$ cat config.mk
export PLATFORM = sky130hd
export DESIGN_NAME = id_ex_reg
export DESIGN_NICKNAME = d
export VERILOG_FILES = /design/src/rtl/id_ex_reg.sv
export SDC_FILE = /design/constraint.sdc
export NUM_CORES = 1
export LEC_CHECK = 0
export ABC_AREA = 1
export ABC_CLOCK_PERIOD_IN_PS = 1700
export CAP_MARGIN = 20
export CORE_MARGIN = 8
export CORE_UTILIZATION = 33
export CTS_CLUSTER_SIZE = 28
export DETAILED_ROUTE_END_ITERATION = 10
export DONT_BUFFER_PORTS = 1
export GPL_TIMING_DRIVEN = 0
export PLACE_DENSITY = 0.55
export RECOVER_POWER = 25
export SLEW_MARGIN = 20
export SYNTH_ARGS = -nofsm -noshare
export SYNTH_HDL_FRONTEND = slang
export SYNTH_SLANG_ARGS = --single-unit
$ cat constraint.sdc
create_clock -name clk -period 1.7 [get_ports clk]
set_input_delay 0.255 -clock clk [delete_from_list [all_inputs] [get_ports clk]]
set_output_delay 0.255 -clock clk [all_outputs]
set_load 0.005 [all_outputs]
$ cat src/rtl/id_ex_reg.sv
// ID/EX pipeline register for the miniRV five-stage pipeline: captures the decoded
// instruction with forwarded operands, and inserts bubbles on load-use hazards and flushes.
module id_ex_reg #(
  parameter int XLEN  = 32,
  parameter int CNT_W = 16
) (
  input  logic             clk,
  input  logic             rst,
  input  logic             id_valid,
  input  logic [XLEN-1:0]  id_pc,
  input  logic [XLEN-1:0]  id_rfrd1,
  input  logic [XLEN-1:0]  id_rfrd2,
  input  logic [XLEN-1:0]  id_sext,
  input  logic [4:0]       id_rs1,
  input  logic [4:0]       id_rs2,
  input  logic [4:0]       id_rd,
  input  logic             id_use_rs1,
  input  logic             id_use_rs2,
  input  logic             id_rf_we,
  input  logic             id_is_load,
  input  logic             id_dram_we,
  input  logic             id_alub_sel,
  input  logic [1:0]       id_wd_sel,
  input  logic [3:0]       id_alu_op,
  input  logic [2:0]       id_br_type,
  input  logic [XLEN-1:0]  ex_wd,
  input  logic             mem_rf_we,
  input  logic [4:0]       mem_rd,
  input  logic [XLEN-1:0]  mem_wd,
  input  logic             wb_rf_we,
  input  logic [4:0]       wb_rd,
  input  logic [XLEN-1:0]  wb_wd,
  input  logic             flush,
  output logic             stall_ifid,
  output logic             ex_valid,
  output logic             ex_rf_we,
  output logic             ex_is_load,
  output logic             ex_dram_we,
  output logic             alub_sel,
  output logic [XLEN-1:0]  ex_pc,
  output logic [XLEN-1:0]  rfrd1,
  output logic [XLEN-1:0]  rfrd2,
  output logic [XLEN-1:0]  sextext,
  output logic [4:0]       ex_rd,
  output logic [3:0]       alu_op,
  output logic [1:0]       ex_wd_sel,
  output logic [2:0]       ex_br_type,
  output logic [CNT_W-1:0] bubble_cnt
);

  logic             ex_valid_q,   ex_valid_d;
  logic             ex_rf_we_q,   ex_rf_we_d;
  logic             ex_is_load_q, ex_is_load_d;
  logic             ex_dram_we_q, ex_dram_we_d;
  logic             alub_sel_q,   alub_sel_d;
  logic [XLEN-1:0]  ex_pc_q,      ex_pc_d;
  logic [XLEN-1:0]  rfrd1_q,      rfrd1_d;
  logic [XLEN-1:0]  rfrd2_q,      rfrd2_d;
  logic [XLEN-1:0]  sextext_q,    sextext_d;
  logic [4:0]       ex_rd_q,      ex_rd_d;
  logic [3:0]       alu_op_q,     alu_op_d;
  logic [1:0]       ex_wd_sel_q,  ex_wd_sel_d;
  logic [2:0]       ex_br_type_q, ex_br_type_d;
  logic [CNT_W-1:0] bubble_cnt_q, bubble_cnt_d;

  logic             ex_fwd_en;
  logic             luh;
  logic [XLEN-1:0]  fwd_rs1;
  logic [XLEN-1:0]  fwd_rs2;

  // The EX-stage state used for forwarding and hazard checks is this block's own
  // registered output, so it is read from the flops rather than from extra ports.
  assign ex_fwd_en = ex_valid_q & ex_rf_we_q & ~ex_is_load_q;

  always_comb begin
    fwd_rs1 = id_rfrd1;
    if (id_rs1 != 5'd0) begin
      if (ex_fwd_en && (ex_rd_q == id_rs1)) begin
        fwd_rs1 = ex_wd;
      end else if (mem_rf_we && (mem_rd == id_rs1)) begin
        fwd_rs1 = mem_wd;
      end else if (wb_rf_we && (wb_rd == id_rs1)) begin
        fwd_rs1 = wb_wd;
      end
    end
  end

  always_comb begin
    fwd_rs2 = id_rfrd2;
    if (id_rs2 != 5'd0) begin
      if (ex_fwd_en && (ex_rd_q == id_rs2)) begin
        fwd_rs2 = ex_wd;
      end else if (mem_rf_we && (mem_rd == id_rs2)) begin
        fwd_rs2 = mem_wd;
      end else if (wb_rf_we && (wb_rd == id_rs2)) begin
        fwd_rs2 = wb_wd;
      end
    end
  end

  // A load in EX cannot forward its data yet, so a dependent ID instruction waits one cycle.
  assign luh = id_valid & ex_valid_q & ex_is_load_q & ex_rf_we_q & (ex_rd_q != 5'd0) &
               ((id_use_rs1 & (id_rs1 == ex_rd_q)) | (id_use_rs2 & (id_rs2 == ex_rd_q)));

  assign stall_ifid = luh & ~flush;

  always_comb begin
    bubble_cnt_d = bubble_cnt_q;
    if (stall_ifid && (bubble_cnt_q != {CNT_W{1'b1}})) begin
      bubble_cnt_d = bubble_cnt_q + CNT_W'(1);
    end
  end

  // Flush, load-use and an empty ID slot all collapse to an all-zero bubble.
  always_comb begin
    ex_valid_d   = 1'b0;
    ex_rf_we_d   = 1'b0;
    ex_is_load_d = 1'b0;
    ex_dram_we_d = 1'b0;
    alub_sel_d   = 1'b0;
    ex_pc_d      = '0;
    rfrd1_d      = '0;
    rfrd2_d      = '0;
    sextext_d    = '0;
    ex_rd_d      = 5'd0;
    alu_op_d     = 4'd0;
    ex_wd_sel_d  = 2'd0;
    ex_br_type_d = 3'd0;
    if (!flush && !luh && id_valid) begin
      ex_valid_d   = 1'b1;
      ex_rf_we_d   = id_rf_we;
      ex_is_load_d = id_is_load;
      ex_dram_we_d = id_dram_we;
      alub_sel_d   = id_alub_sel;
      ex_pc_d      = id_pc;
      rfrd1_d      = fwd_rs1;
      rfrd2_d      = fwd_rs2;
      sextext_d    = id_sext;
      ex_rd_d      = id_rd;
      alu_op_d     = id_alu_op;
      ex_wd_sel_d  = id_wd_sel;
      ex_br_type_d = id_br_type;
    end
  end

  always_ff @(posedge clk) begin
    if (rst) begin
      ex_valid_q   <= 1'b0;
      ex_rf_we_q   <= 1'b0;
      ex_is_load_q <= 1'b0;
      ex_dram_we_q <= 1'b0;
      alub_sel_q   <= 1'b0;
      ex_pc_q      <= '0;
      rfrd1_q      <= '0;
      rfrd2_q      <= '0;
      sextext_q    <= '0;
      ex_rd_q      <= 5'd0;
      alu_op_q     <= 4'd0;
      ex_wd_sel_q  <= 2'd0;
      ex_br_type_q <= 3'd0;
      bubble_cnt_q <= '0;
    end else begin
      ex_valid_q   <= ex_valid_d;
      ex_rf_we_q   <= ex_rf_we_d;
      ex_is_load_q <= ex_is_load_d;
      ex_dram_we_q <= ex_dram_we_d;
      alub_sel_q   <= alub_sel_d;
      ex_pc_q      <= ex_pc_d;
      rfrd1_q      <= rfrd1_d;
      rfrd2_q      <= rfrd2_d;
      sextext_q    <= sextext_d;
      ex_rd_q      <= ex_rd_d;
      alu_op_q     <= alu_op_d;
      ex_wd_sel_q  <= ex_wd_sel_d;
      ex_br_type_q <= ex_br_type_d;
      bubble_cnt_q <= bubble_cnt_d;
    end
  end

  assign ex_valid   = ex_valid_q;
  assign ex_rf_we   = ex_rf_we_q;
  assign ex_is_load = ex_is_load_q;
  assign ex_dram_we = ex_dram_we_q;
  assign alub_sel   = alub_sel_q;
  assign ex_pc      = ex_pc_q;
  assign rfrd1      = rfrd1_q;
  assign rfrd2      = rfrd2_q;
  assign sextext    = sextext_q;
  assign ex_rd      = ex_rd_q;
  assign alu_op     = alu_op_q;
  assign ex_wd_sel  = ex_wd_sel_q;
  assign ex_br_type = ex_br_type_q;
  assign bubble_cnt = bubble_cnt_q;

endmodule

==> run summary <==
Number of max-capacitance violations reported: 0. The instance area after placement came out at 8800 sq um. The clock period minus worst slack is 1800 ps.

Overflow left after global routing: 0. The via count of the first global-routing pass is 9,332. The H-tree depth was 4; the slew at the pin closest to its max-slew limit was 691 ps. The run gives 56,500 microns as the wire length of the first global-routing pass.

434 I/O pins were placed. The final wirelength was 39,000 microns; the flip-flop and latch count after synthesis was 163. The kind of cell with the highest combined delay along the critical path is simple AND/OR/NAND/NOR gates. During synthesis, Yosys emitted a total of 0 warnings.

For the number of antenna violations at the first check in global routing, the log shows 1. After synthesis, the cell types taking the most area are sky130_fd_sc_hd__dfxtp_1, sky130_fd_sc_hd__nor2_1, sky130_fd_sc_hd__inv_1. At the worst endpoint, the arrival time is 1540 ps.

The run gives 0 as the number of pins with negative max-slew slack in the final report. Setup repair after global routing could not meet its margin everywhere. The synthesized instance count is 1,272, and the power per unit of standard cell area is 809 nW/um^2.

The number of nets in the layout is 1,674. Of the post-synthesis cell area, the dominant cell type holds 38.9%. The final reports fail on hold timing, setup timing. Among the stages of the critical path, the cell type that occurs most often is sky130_fd_sc_hd__nand2_1. Counting both buffers and inverters, the worst setup path holds a total of 2. Average wire per cell in the routed design: 22.3 microns. In the final layout, the share of cells above drive strength 1 is 14.5%.

Once the floorplan was initialized, standard cells occupied 33.5% of the core. The critical path goes through inv_4, nand2_1, nand2_1, nor2_2, nand4_2, nand2_4, nand3_4, inv_2. The leakage dissipation was 4.94 nW. The run gives 0.000877 V as the highest ir drop seen on vdd.

The finished cells cover 11,100 sq um. Averaged over all synthesized cells, the footprint is 6.59 sq um. The run gives 44.4% as the part of the total power dissipated in sequential elements.

The largest total area in the synthesized netlist belongs to sky130_fd_sc_hd__dfxtp_1. The tools report the maximum buffer depth of the clock tree as 2. TritonCTS built the clock tree. The later pin in the worst-skew pair is clocked with a latency of 420 ps. Summing the areas of all compound-gate instances in the mapped netlist gives 14.1% of the synthesized area. The power spent charging and discharging nets was 2.60 mW; the synthesized area was 8390 sq um. The worst setup path is launched from a flip-flop. CTS placed an instance of sky130_fd_sc_hd__clkbuf_16 at the clock tree root. Relative to the synthesized area, the layout overhead comes to 32.0%. For this run, the number of standard cells in the final layout without fillers is 1,746. The tools report the full die area as 30,800 sq um. Summed over all failing endpoints, the final setup total negative slack is -698 ps. TritonCTS created 17 clock buffers.

The worst hold path begins at id_rfrd2[16]. Summing the areas of all fa, ha and maj instances in the mapped netlist gives 0.149% of the synthesized area. In the routed design, unresolved DRC markers number 0. The clock network is responsible for 44.4% of the overall power. The worst flop-to-flop path startpoint was ex_rd[1]. Master of the slowest instance on the critical path: sky130_fd_sc_hd__dfxtp_4. Entering global routing, the biggest net connects 19 pins. Final weighted congestion in routability-driven placement: 0.911.

For this block, the initial DRC count from the detailed router was 496. The total via count after detailed routing was 9,120; the total of endpoints with negative setup slack in the final report was 15. The logs give 11.2% for the proportion of power drawn by combinational gates and 0 for the number of nets with antenna violations after detailed routing. The setup slack of the critical path after layout came out at -99.2 ps. The tools report the required time reported for the critical path endpoint as 1440 ps. The portion of synthesized area spent on multiplexers is 0%. The share of synthesized cell area in and, or, nand and nor gates is 33.0%. The pre-antenna-repair detailed-routing pass consisted of 5 iterations.

The smallest hold slack is -2.24 ps. The min-delay analysis places its worst path in the category input pin to flip-flop. CTS saw 163 sinks. The x dimension of the die works out to 175 microns.

The tools report the headroom to the max-slew limit as 54.0%. The ratio of routed vias to standard cells was 5.22. Clock-pin slew was measured on the worst setup and hold paths at 80 ps. The largest family of logic cells by synthesized area is simple AND/OR/NAND/NOR gates. Along the worst path, the maximum fanout reaches 4. The synthesized-area fraction occupied by xor and xnor cells was 1.67%.

The critical path is of the flip-flop to output port type. The total count of hold-check failures in the final report was 1; the synthesized netlist net count was 1,543. Summing the sequential cell areas from Yosys gives 38.9% of the chip area.

The tools report the standard-cell row count as 58. The cell count after placement is 1,602. The post-layout utilization of the core is 44.2%, and the number of buffer cells added on primary ports is 0. The run finished, with violations left.

The half-perimeter wire length after placement is 29,500 microns, and the number of antenna cells inserted is 0. In this run switching power makes up 29.0% of total power. For this run, the top clock speed supported by timing is 556 MHz.

The run gives -744 ps as the pre-CTS setup slack. The portion of the clock cycle consumed by the worst path in the final layout was 106%; the delay of the slowest cell on the worst path was 410 ps. The die outline height came out at 175 microns. The worst setup path is captured at an output port. Across the routed clock network, the largest skew measured is 17.4 ps.

Start point of the critical path: ex_rd[1]. The total global routing track utilization is 23.7%, and the core area is 25,000 sq um. Total chip power: 8.96 mW.

The internal portion of the total power is 6.36 mW. Counting distinct cell types in the post-synthesis netlist gives 32.
-- synthesized netlist by cell type --
| cell | number |
|---|---|
| sky130_fd_sc_hd__xnor2_1 | 3 |
| sky130_fd_sc_hd__nand3_1 | 72 |
| sky130_fd_sc_hd__a21oi_1 | 71 |
| sky130_fd_sc_hd__nor2_1 | 298 |
| sky130_fd_sc_hd__clkbuf_1 | 41 |
| sky130_fd_sc_hd__buf_8 | 1 |
| sky130_fd_sc_hd__o21ai_0 | 111 |
| sky130_fd_sc_hd__inv_1 | 150 |
| sky130_fd_sc_hd__o22ai_1 | 7 |
| sky130_fd_sc_hd__nor3_2 | 1 |
| sky130_fd_sc_hd__o2bb2ai_1 | 1 |
| sky130_fd_sc_hd__nor2_4 | 2 |
| sky130_fd_sc_hd__nand3_2 | 3 |
| sky130_fd_sc_hd__nand2_2 | 13 |
| sky130_fd_sc_hd__nor3_4 | 1 |
| sky130_fd_sc_hd__nand4_2 | 3 |
| sky130_fd_sc_hd__nor3_1 | 6 |
| sky130_fd_sc_hd__nand3_4 | 1 |
| sky130_fd_sc_hd__and3_1 | 1 |
| sky130_fd_sc_hd__ha_1 | 1 |
| sky130_fd_sc_hd__buf_1 | 3 |
| sky130_fd_sc_hd__a21oi_2 | 13 |
| sky130_fd_sc_hd__xor2_1 | 13 |
| sky130_fd_sc_hd__inv_2 | 15 |
| sky130_fd_sc_hd__nand4_1 | 74 |
| sky130_fd_sc_hd__dfxtp_1 | 163 |
| sky130_fd_sc_hd__nand2_1 | 140 |
| sky130_fd_sc_hd__buf_4 | 17 |
| sky130_fd_sc_hd__o21ai_1 | 21 |
| sky130_fd_sc_hd__nor2_2 | 6 |
| sky130_fd_sc_hd__nand2_4 | 1 |
| sky130_fd_sc_hd__buf_2 | 19 |
-- power groups by stage --
stage	combinational, mW	sequential [mW]	clock, mW
floorplan	0.558	4.05	0
global placement	0.744	4.08	0
detailed placement	0.751	4.08	0
CTS	0.960	3.99	4.08
global route	1.11	3.99	4.25
finish	1.01	3.98	3.98
-- sequential cells by signal (all words and copies together), names as in the netlist, 2 cells and up --
register / count
alu_op: 4
ex_br_type: 3
bubble_cnt: 16
rfrd2: 32
ex_pc: 32
ex_rd: 5
sextext: 32
ex_wd_sel: 2
rfrd1: 32
-- path summary, 6_finish.rpt --
check	to	slack, ps	depth (start not counted)
worst min register to register	bubble_cnt[8]	530	2
worst max register to register	bubble_cnt[7]	-90	13
worst min-delay path	rfrd2[16]	-2	2
worst max-delay path	stall_ifid	-100	8
-- logic make-up after synthesis --
logic type      Yosys count
buf+inv                 246
fa+ha+maj                 1
compound gates          224
flops                   163
simple gates            622
xor+xnor                 16
-- placed cells by master, fill, tap and decap left out, drive strengths merged --
cell / n
a21oi: 84
and3: 1
buf: 56
bufbuf: 1
clkbuf: 63
clkinv: 8
dfxtp: 163
dlygate4sd3: 91
ha: 1
inv: 171
nand2: 154
nand3: 76
nand4: 77
nor2: 306
nor3: 8
o21ai: 132
o22ai: 7
o2bb2ai: 1
xnor2: 3
xor2: 13
-- timing repair --
action | 4_1_cts | 5_1_grt
gates cloned | 3 | 6
pin swaps | 11 | 21
buffers inserted | 11 | 3
setup endpoints to repair | 163 | 161
resized for setup | 73 | 103
endpoints found under the hold margin | 90 | 1
hold buffers | 90 | 1
-- layer usage --
| layer | vias to the layer above | global-route usage (%) | wire (microns) |
|---|---|---|---|
| met5 | - | 0 | 13 |
| met3 | 74 | 9.13 | 4490 |
| met2 | 479 | 42.2 | 19200 |
| met1 | 4212 | 25.5 | 14200 |
| li1 | 4353 | - | - |
| met4 | 2 | 7.67 | 1070 |
-- area by class of cell --
cell class / instances / area [sq um]
Buffer: 80 / 566
Clock buffer: 18 / 439
Clock inverter: 14 / 158
Fill cell: 2556 / 14000
Inverter: 165 / 654
Multi-Input combinational cell: 863 / 4290
Sequential cell: 163 / 3290
Tap cell: 330 / 413
Timing Repair Buffer: 113 / 1260
Note: power is estimated with default switching activity, not from simulation.
